==> src/rtl/fifo_pkg.sv <==
// Shared sizing helpers, read-mode constants and parameter legality rules
// for the synchronous FIFO and its storage.
package fifo_pkg;

  // Values accepted by the FWFT parameter.
  localparam int unsigned FWFT_REGISTERED  = 0;
  localparam int unsigned FWFT_FALLTHROUGH = 1;

  // Pointer width: enough bits to address every entry.
  function automatic int unsigned ptr_width(input int unsigned depth);
    return (depth > 1) ? $clog2(depth) : 1;
  endfunction

  // Occupancy width: one more bit than the pointer so a full FIFO is representable.
  function automatic int unsigned cnt_width(input int unsigned depth);
    return ptr_width(depth) + 1;
  endfunction

  // True when the parameter set describes a buildable FIFO.
  function automatic bit params_legal(input int unsigned dw,
                                      input int unsigned depth,
                                      input int unsigned af,
                                      input int unsigned ae,
                                      input int unsigned fwft);
    return (dw >= 1) && (dw <= 64) &&
           (depth >= 4) && (depth <= 1024) && ((depth & (depth - 1)) == 0) &&
           (af <= depth) && (ae < af) &&
           ((fwft == FWFT_REGISTERED) || (fwft == FWFT_FALLTHROUGH));
  endfunction

endpackage

==> src/rtl/fifo_mem_dp.sv <==
// Simple dual-port storage: one synchronous write port, one asynchronous read port.
// Contents are deliberately not reset.
module fifo_mem_dp
  import fifo_pkg::*;
#(
  parameter int unsigned WIDTH = 16,
  parameter int unsigned DEPTH = 8
) (
  input  logic                        clk,
  input  logic                        we,
  input  logic [ptr_width(DEPTH)-1:0] waddr,
  input  logic [WIDTH-1:0]            wdata,
  input  logic [ptr_width(DEPTH)-1:0] raddr,
  output logic [WIDTH-1:0]            rdata
);

  logic [WIDTH-1:0] mem_q [DEPTH];

  // Write port: store the word on an enabled clock edge.
  always_ff @(posedge clk) begin
    if (we) begin
      mem_q[waddr] <= wdata;
    end
  end

  assign rdata = mem_q[raddr];

endmodule

==> src/rtl/param_sync_fifo.sv <==
// Parameterised single-clock FIFO: pointer/count control, status flags and
// either registered or first-word-fall-through read data.
module param_sync_fifo
  import fifo_pkg::*;
#(
  parameter int unsigned DATA_WIDTH = 16,
  parameter int unsigned FIFO_DEPTH = 8,
  parameter int unsigned AF_LEVEL   = FIFO_DEPTH - 1,
  parameter int unsigned AE_LEVEL   = 1,
  parameter int unsigned FWFT       = FWFT_REGISTERED
) (
  input  logic                         clk,
  input  logic                         rst,
  input  logic                         wr_en,
  input  logic [DATA_WIDTH-1:0]        data_in,
  input  logic                         rd_en,
  output logic [DATA_WIDTH-1:0]        data_out,
  output logic                         data_valid,
  output logic                         wr_ack,
  output logic                         overflow,
  output logic                         underflow,
  output logic                         full,
  output logic                         almostfull,
  output logic                         empty,
  output logic                         almostempty,
  output logic [$clog2(FIFO_DEPTH):0]  count
);

  localparam int unsigned PTR_W = ptr_width(FIFO_DEPTH);
  localparam int unsigned CNT_W = cnt_width(FIFO_DEPTH);

  localparam logic [CNT_W-1:0] DEPTH_C = CNT_W'(FIFO_DEPTH);
  localparam logic [CNT_W-1:0] AF_C    = CNT_W'(AF_LEVEL);
  localparam logic [CNT_W-1:0] AE_C    = CNT_W'(AE_LEVEL);

  if (!params_legal(DATA_WIDTH, FIFO_DEPTH, AF_LEVEL, AE_LEVEL, FWFT)) begin : g_bad_params
    $fatal(1, "param_sync_fifo: illegal parameters (depth must be a power of two 4..1024, AF_LEVEL<=FIFO_DEPTH, AE_LEVEL<AF_LEVEL)");
  end

  logic [PTR_W-1:0]      wr_ptr_q, wr_ptr_d;
  logic [PTR_W-1:0]      rd_ptr_q, rd_ptr_d;
  logic [CNT_W-1:0]      count_q, count_d;
  logic                  wr_ack_q, wr_ack_d;
  logic                  overflow_q, overflow_d;
  logic                  underflow_q, underflow_d;

  logic                  full_c, empty_c;
  logic                  wr_accept, rd_accept;
  logic [DATA_WIDTH-1:0] rd_data;

  assign full_c      = (count_q == DEPTH_C);
  assign empty_c     = (count_q == '0);
  assign wr_accept   = wr_en & ~full_c;
  assign rd_accept   = rd_en & ~empty_c;

  assign full        = full_c;
  assign empty       = empty_c;
  assign almostfull  = (count_q >= AF_C) && !full_c;
  assign almostempty = (count_q <= AE_C) && !empty_c;
  assign count       = count_q;
  assign wr_ack      = wr_ack_q;
  assign overflow    = overflow_q;
  assign underflow   = underflow_q;

  // Next pointer/occupancy state and the one-cycle handshake pulses.
  always_comb begin
    wr_ptr_d    = wr_ptr_q;
    rd_ptr_d    = rd_ptr_q;
    count_d     = count_q;
    wr_ack_d    = wr_accept;
    overflow_d  = wr_en & ~wr_accept;
    underflow_d = rd_en & ~rd_accept;
    // Power-of-two depth lets the pointers wrap by natural overflow.
    if (wr_accept) wr_ptr_d = wr_ptr_q + PTR_W'(1);
    if (rd_accept) rd_ptr_d = rd_ptr_q + PTR_W'(1);
    case ({wr_accept, rd_accept})
      2'b10:   count_d = count_q + CNT_W'(1);
      2'b01:   count_d = count_q - CNT_W'(1);
      default: count_d = count_q;
    endcase
  end

  // Control registers; reset discards all stored entries.
  always_ff @(posedge clk) begin
    if (rst) begin
      wr_ptr_q    <= '0;
      rd_ptr_q    <= '0;
      count_q     <= '0;
      wr_ack_q    <= 1'b0;
      overflow_q  <= 1'b0;
      underflow_q <= 1'b0;
    end else begin
      wr_ptr_q    <= wr_ptr_d;
      rd_ptr_q    <= rd_ptr_d;
      count_q     <= count_d;
      wr_ack_q    <= wr_ack_d;
      overflow_q  <= overflow_d;
      underflow_q <= underflow_d;
    end
  end

  // Reset wins over a simultaneous write, so storage is never touched during reset.
  fifo_mem_dp #(
    .WIDTH (DATA_WIDTH),
    .DEPTH (FIFO_DEPTH)
  ) u_mem (
    .clk   (clk),
    .we    (wr_accept & ~rst),
    .waddr (wr_ptr_q),
    .wdata (data_in),
    .raddr (rd_ptr_q),
    .rdata (rd_data)
  );

  if (FWFT == FWFT_FALLTHROUGH) begin : g_fwft
    assign data_out   = rd_data;
    assign data_valid = ~empty_c;
  end else begin : g_registered
    logic [DATA_WIDTH-1:0] dout_q, dout_d;
    logic                  dvalid_q, dvalid_d;

    // Capture the head word on an accepted read; hold it otherwise.
    always_comb begin
      dout_d   = dout_q;
      dvalid_d = rd_accept;
      if (rd_accept) dout_d = rd_data;
    end

    // Registered read-data stage.
    always_ff @(posedge clk) begin
      if (rst) begin
        dout_q   <= '0;
        dvalid_q <= 1'b0;
      end else begin
        dout_q   <= dout_d;
        dvalid_q <= dvalid_d;
      end
    end

    assign data_out   = dout_q;
    assign data_valid = dvalid_q;
  end

endmodule
==> config.mk <==
export PLATFORM = sky130hd
export DESIGN_NAME = param_sync_fifo
export DESIGN_NICKNAME = d
export VERILOG_FILES = /design/src/rtl/fifo_pkg.sv /design/src/rtl/fifo_mem_dp.sv /design/src/rtl/param_sync_fifo.sv
export SDC_FILE = /design/constraint.sdc
export NUM_CORES = 1
export LEC_CHECK = 0
export CELL_PAD_IN_SITES_DETAIL_PLACEMENT = 1
export CELL_PAD_IN_SITES_GLOBAL_PLACEMENT = 1
export CORE_MARGIN = 2
export CORE_UTILIZATION = 49
export CTS_CLUSTER_DIAMETER = 150
export DETAILED_ROUTE_END_ITERATION = 8
export HOLD_SLACK_MARGIN = 0.1
export PLACE_DENSITY = 0.87
export SYNTH_ARGS = -nofsm -noshare
export SYNTH_HDL_FRONTEND = slang
export SYNTH_SLANG_ARGS = --single-unit
export TNS_END_PERCENT = 30
==> constraint.sdc <==
create_clock -name clk -period 3 [get_ports clk]
set_clock_uncertainty 0.1 [all_clocks]
set_input_delay 0.45 -clock clk [delete_from_list [all_inputs] [get_ports clk]]
set_output_delay 0.45 -clock clk [all_outputs]
set_load 0.01 [all_outputs]
======== Word-level counts from Yosys, hierarchy flattened ========
Memories as Yosys holds them, arrays and structs flattened. A register that Yosys moved wholly into a read port is not among the register bits.
Cells that the tools add are included.
operators by class
  eq/ne operators ......................... 3
  $lt $le $gt $ge ......................... 2
  bitwise logic cells ..................... 10
  mux-type cells .......................... 3
  reductions and logical operators ........ 6
  $add $sub $neg .......................... 4
operator list
  operator                                                         count
  one-hot mux 4 bit (2 select lines)                               1
  adder 3 x 1 -> 3 bit (second input constant)                     2
  bitwise AND 1 bit                                                5
  NOT 1 bit                                                        5
  adder 4 x 1 -> 4 bit (second input constant)                     1
  equality test 4 bit (second input constant)                      1
  >= comparator 4 x 3 -> 1 bit (second input constant)             1
  less-or-equal comparator 4 x 1 -> 1 bit (second input constant)  1
  logical NOT 4 bit                                                1
  subtractor 4 x 1 -> 4 bit (second input constant)                1
  equality test 2 x 1 -> 1 bit (second input constant)             1
  equality test 2 bit (second input constant)                      1
  logical AND 1 bit                                                2
  logical NOT 1 bit                                                2
  2-to-1 mux 1 bit                                                 2
  nonzero test 2 bit                                               1
storage, ports and cells
  bits in writable memories ............... 128
  input bits .............................. 20
  register bits after elaboration ......... 14
  word-level logic and storage cells ...... 36
  memories kept ........................... 1
memory list
  name         depth  bits a word  read ports  clocked after memory_dff  write ports  RTL line           source
  u_mem.mem_q  8      16           1           1                         1            fifo_mem_dp.sv:17  logic [WIDTH-1:0] mem_q [DEPTH];

======== Depth between registers and ports, before layout ========
  depth in word-level cells ............... 6
  depth in mapped cells ................... 11

======== By module ========
From an unflattened synthesis, not the netlist that was laid out.
second synthesis, totals
  cells, all modules ...................... 350
  area, all modules ....................... 6282.3 um^2
by module, submodules not included
  module           area an instance (um^2)  instances  seq. area each (um^2)  cells an instance
  fifo_mem_dp      4973.5                   1          3843.7                 198
  param_sync_fifo  1308.8                   1          600.6                  152

======== Worst setup path after synthesis ========
No wires, ideal clock.
  path kind ............................... reg-to-reg
  start ................................... reg count_q[0] (netlist: count[0])
  end ..................................... mem u_mem.mem_q[0][0] (enable)
  arrival ................................. 2.373 ns
  path slack .............................. 0.117 ns
  cell stages (with the launch flop) ...... 7
  buffers on the path ..................... 0
  cells stage by stage .................... dfxtp_1 -> inv_1 -> ha_1 -> nand3b_1 -> and3b_1 -> nand2b_1 -> nor3_1
between the ends
  word-level cells in the longest chain between the ends .. 6
RTL lines
  item                                    RTL line                source
  start, declared                         param_sync_fifo.sv:42   logic [CNT_W-1:0] count_q, count_d;
  start signal, assigned                  param_sync_fifo.sv:95   count_q <= count_d;
  equality test 4 bit                     param_sync_fifo.sv:51   assign full_c = (count_q == DEPTH_C);
  NOT 1 bit                               param_sync_fifo.sv:53   assign wr_accept = wr_en & ~full_c;
  bitwise AND 1 bit                       param_sync_fifo.sv:53
  bitwise AND 1 bit                       param_sync_fifo.sv:108  .we (wr_accept & ~rst),
  2-to-1 mux 1 bit                        fifo_mem_dp.sv:21       if (we) begin
  2-to-1 mux 1 bit (implied by the code)  fifo_mem_dp.sv:22       mem_q[waddr] <= wdata;
  end, declared                           fifo_mem_dp.sv:17
No other way between the ends.

======== Worst setup path in the final report ========
  start ................................... reg count_q[0] (netlist: count[0])
  end ..................................... out almostempty
between the ends
  word-level cells in the longest chain between the ends .. 3
  elaborated cells on any way between the ends .. 4
  those cells by class .................... 1 x order compare; 3 x reduce/logical
RTL lines
  item                                                                             RTL line               source
  branches (longest 2 deep; another with less-or-equal comparator 4 x 1 -> 1 bit)  -
  logical AND 1 bit *                                                              param_sync_fifo.sv:59  assign almostempty = (count_q <= AE_C) && !empty_c;
  end, declared                                                                    param_sync_fifo.sv:25  output logic almostempty,
Mark *: on every way between the ends.

==> run metrics <==
hpwl dp 8770 um; number of global-route vias before repair 3934; router iterations before antenna repair 4; cell taking the most area after synthesis edfxtp_1; Syn Area/Cell 16.2 um^2; H-tree levels 4; via count 3530; Power Density 833 mW/mm^2; Final GP Congestion 0.725; status finished, final reports clean; total wire length 15200 um; Num CTS Buffers 17; reg-to-reg startpoint count[0]$_SDFFE_PP0P_; via-per-instance ratio 5.71; top cells by area, synth edfxtp_1 63%, dfxtp_1 9.8%, mux2i_1 8.0%; CP max stage delay 0.68 ns; yosys warns 0; # setup viols final 0; worst path arrival time 2.34 ns; post-synthesis sequential area ratio 72.5%; minimum clock period 2.89 ns; final setup margin 0.112 ns; Rel. slew slack 46.6%; Worst R2R Path Depth 10; fin nets 464; Placed Cells 587; worst setup path class reg2out; initial antenna violation count 0; Worst Hold Depth 1; worst r2r dst count[3]$_SDFFE_PP0P_; Hold Path Sink data_out[4]$_SDFFE_PP0P_; Antenna Nets Post-Route 0; critical path peak fanout 7; Hold Fails Final Rpt 0; Synth cell types 37; Fmax 0.346 GHz; Gate Count Post-Synth 379; Ant. Diodes 0; first-pass GRT wire length 23200 um; Area Growth Syn to Fin 20.6%; most frequent cells in the layout 128 x edfxtp_1, 49 x mux2i_1, 47 x clkdlybuf4s50_1; Port Buffers 47; post-route DRC violation count 0; Sum Neg Setup Slack 0 ns; met3 usage 5.07%; Hold Path Class reg2reg; final period utilization 96.3%; Final Max Slew Viols 0; area of the mapped netlist 0.00613 mm^2; Fillers 1143; Global Route met2 Usage 42.1%; total core area 0.0121 mm^2; clk buf depth 2; Post-Syn Nets 405; Worst-Skew Late Latency 0.43 ns; Iter 0 DRT Violations 284; DR WL/cell 24.6 um; main flop type after synthesis edfxtp_1; crit path cell chain inv_1, ha_1, nor4b_1, clkdlybuf4s50_1; gr busiest metal met2; RSZ-0062 raised after global routing false; commonest non-fill, non-tap cell in the layout edfxtp_1; r2r setup slk 0.13 ns; CTS tree built; setup slack after placement 0.267 ns; maximum VDD drop 0.000501 V; P_leak 2.42 nW; all-layer global routing usage 24.3%; Worst setup SP type flop; final core occ 61.0%; Worst EP required 2.45 ns; Post-synth EDFFs 128; number of synthesized register bits 158; met1 GRT Util 29.9%; GR Overflow Total 0; CP Capture Type primary output; CP max stage cell clkdlybuf4s50_1; hold buffers post-CTS 0; Hold Crit Start data_out[4]$_SDFFE_PP0P_; initial core utilization 50.6%; Die X 116 um; fraction of layout cells with a size suffix above 1 11.1%; Finished Layout Cells 618; max-cap violation count 0; Sink Count 158; worst slew pin tran 0.801 ns; largest net degree at the start of global routing 49; die area 0.0134 mm^2; Clock Pin Slew Worst Setup and Hold Paths 0.06 ns; # IOs 48; root buffer cell clkbuf_16; Die Span Y 116 um; Tot Pwr 6.16 mW; # rows 40; post-synth top area share 62.7%; ys async rst share 0%
==> metrics by stage <==
stage / hold slack [ns] / instance area [um^2]
finish: 0.363 / 7390
floorplan: 0.398 / 6130
global route: 0.386 / 7390
global placement: 0.353 / 6810
CTS: 0.369 / 7390
detailed placement: 0.355 / 6810
==> sequential cells by signal, indices dropped and copies added (netlist names) <==
register	flops
data_valid	1
u_mem.mem_q	128
wr_ack	1
overflow	1
wr_ptr_q	3
rd_ptr_q	3
count	4
underflow	1
data_out	16
==> routing by layer <==
| metal | wire (um) | part of all wire [%] |
|---|---|---|
| met3 | 687 | 4.5 |
| met1 | 6100 | 40 |
| met5 | 0 | 0 |
| met4 | 376 | 2.5 |
| met2 | 8040 | 53 |
==> power breakdown <==
| group | internal [mW] | switching [mW] |
|---|---|---|
| combinational | 0.620 | 0.639 |
| clock | 1.34 | 0.812 |
| sequential | 2.51 | 0.237 |
| total | 4.47 | 1.69 |
==> worst max-delay path by stage <==
stage                     cells past startpoint                          end             startpoint  slack (ns)
final                                         4                  almostempty  count[0]$_SDFFE_PP0P_        0.11
after global placement                       10        count[3]$_SDFFE_PP0P_  count[0]$_SDFFE_PP0P_        0.46
after floorplan                               6  u_mem.mem_q[0][0]$_DFFE_PP_  count[0]$_SDFFE_PP0P_        0.12
after CTS                                    10        count[3]$_SDFFE_PP0P_  count[0]$_SDFFE_PP0P_        0.04
after detailed placement                     10        count[3]$_SDFFE_PP0P_  count[0]$_SDFFE_PP0P_        0.27
after global routing                         10        count[3]$_SDFFE_PP0P_  count[0]$_SDFFE_PP0P_      0.0003
==> critical path, delay by kind of cell, from the launching register on <==
| kind | cells | cell delay [ns] |
|---|---|---|
| simple gates | 1 | 0.41 |
| fa+ha+maj | 1 | 0.27 |
| buf+inv | 2 | 0.77 |
| flops | 1 | 0.46 |
==> timing repair <==
action,in CTS,in global routing
gates resized for setup,0,1
buffers inserted,0,0
setup endpoints to repair,0,2
==> Yosys cell counts (5+ instances only) <==
| cell type | instances |
|---|---|
| xor2_1 | 6 |
| a32o_1 | 15 |
| inv_1 | 5 |
| ha_1 | 6 |
| a21oi_1 | 8 |
| edfxtp_1 | 128 |
| a211oi_1 | 17 |
| buf_2 | 9 |
| buf_6 | 5 |
| nor2_1 | 14 |
| a22oi_1 | 15 |
| nand2_1 | 6 |
| nor2b_1 | 17 |
| mux2i_1 | 49 |
| dfxtp_1 | 30 |
| a31oi_1 | 15 |
==> layout make-up <==
| class | count | area (um^2) | share of cell area [%] |
|---|---|---|---|
| multi-input combinational | 193 | 1530 | 20.7 |
| sequential | 158 | 4450 | 60.2 |
| inverter | 6 | 25.0 | 0.338 |
| timing repair buffer | 62 | 596 | 8.06 |
| clock inverter | 8 | 114 | 1.54 |
| clock buffer | 23 | 468 | 6.33 |
| tap | 168 | 210 | 2.84 |
==> logic make-up after synthesis <==
kind of cell | count (synthesis) | share of synthesized area (%)
and+or+nand+nor | 58 | 5.49
buffers and inverters | 28 | 2.67
xor gates and xnor gates | 7 | 1.00
muxes | 49 | 8.00
DFF | 158 | 72.5
AOI/OAI and AO/OA | 73 | 9.09
adders and majority gates | 6 | 1.22
Power figures use the tool's default switching activity.
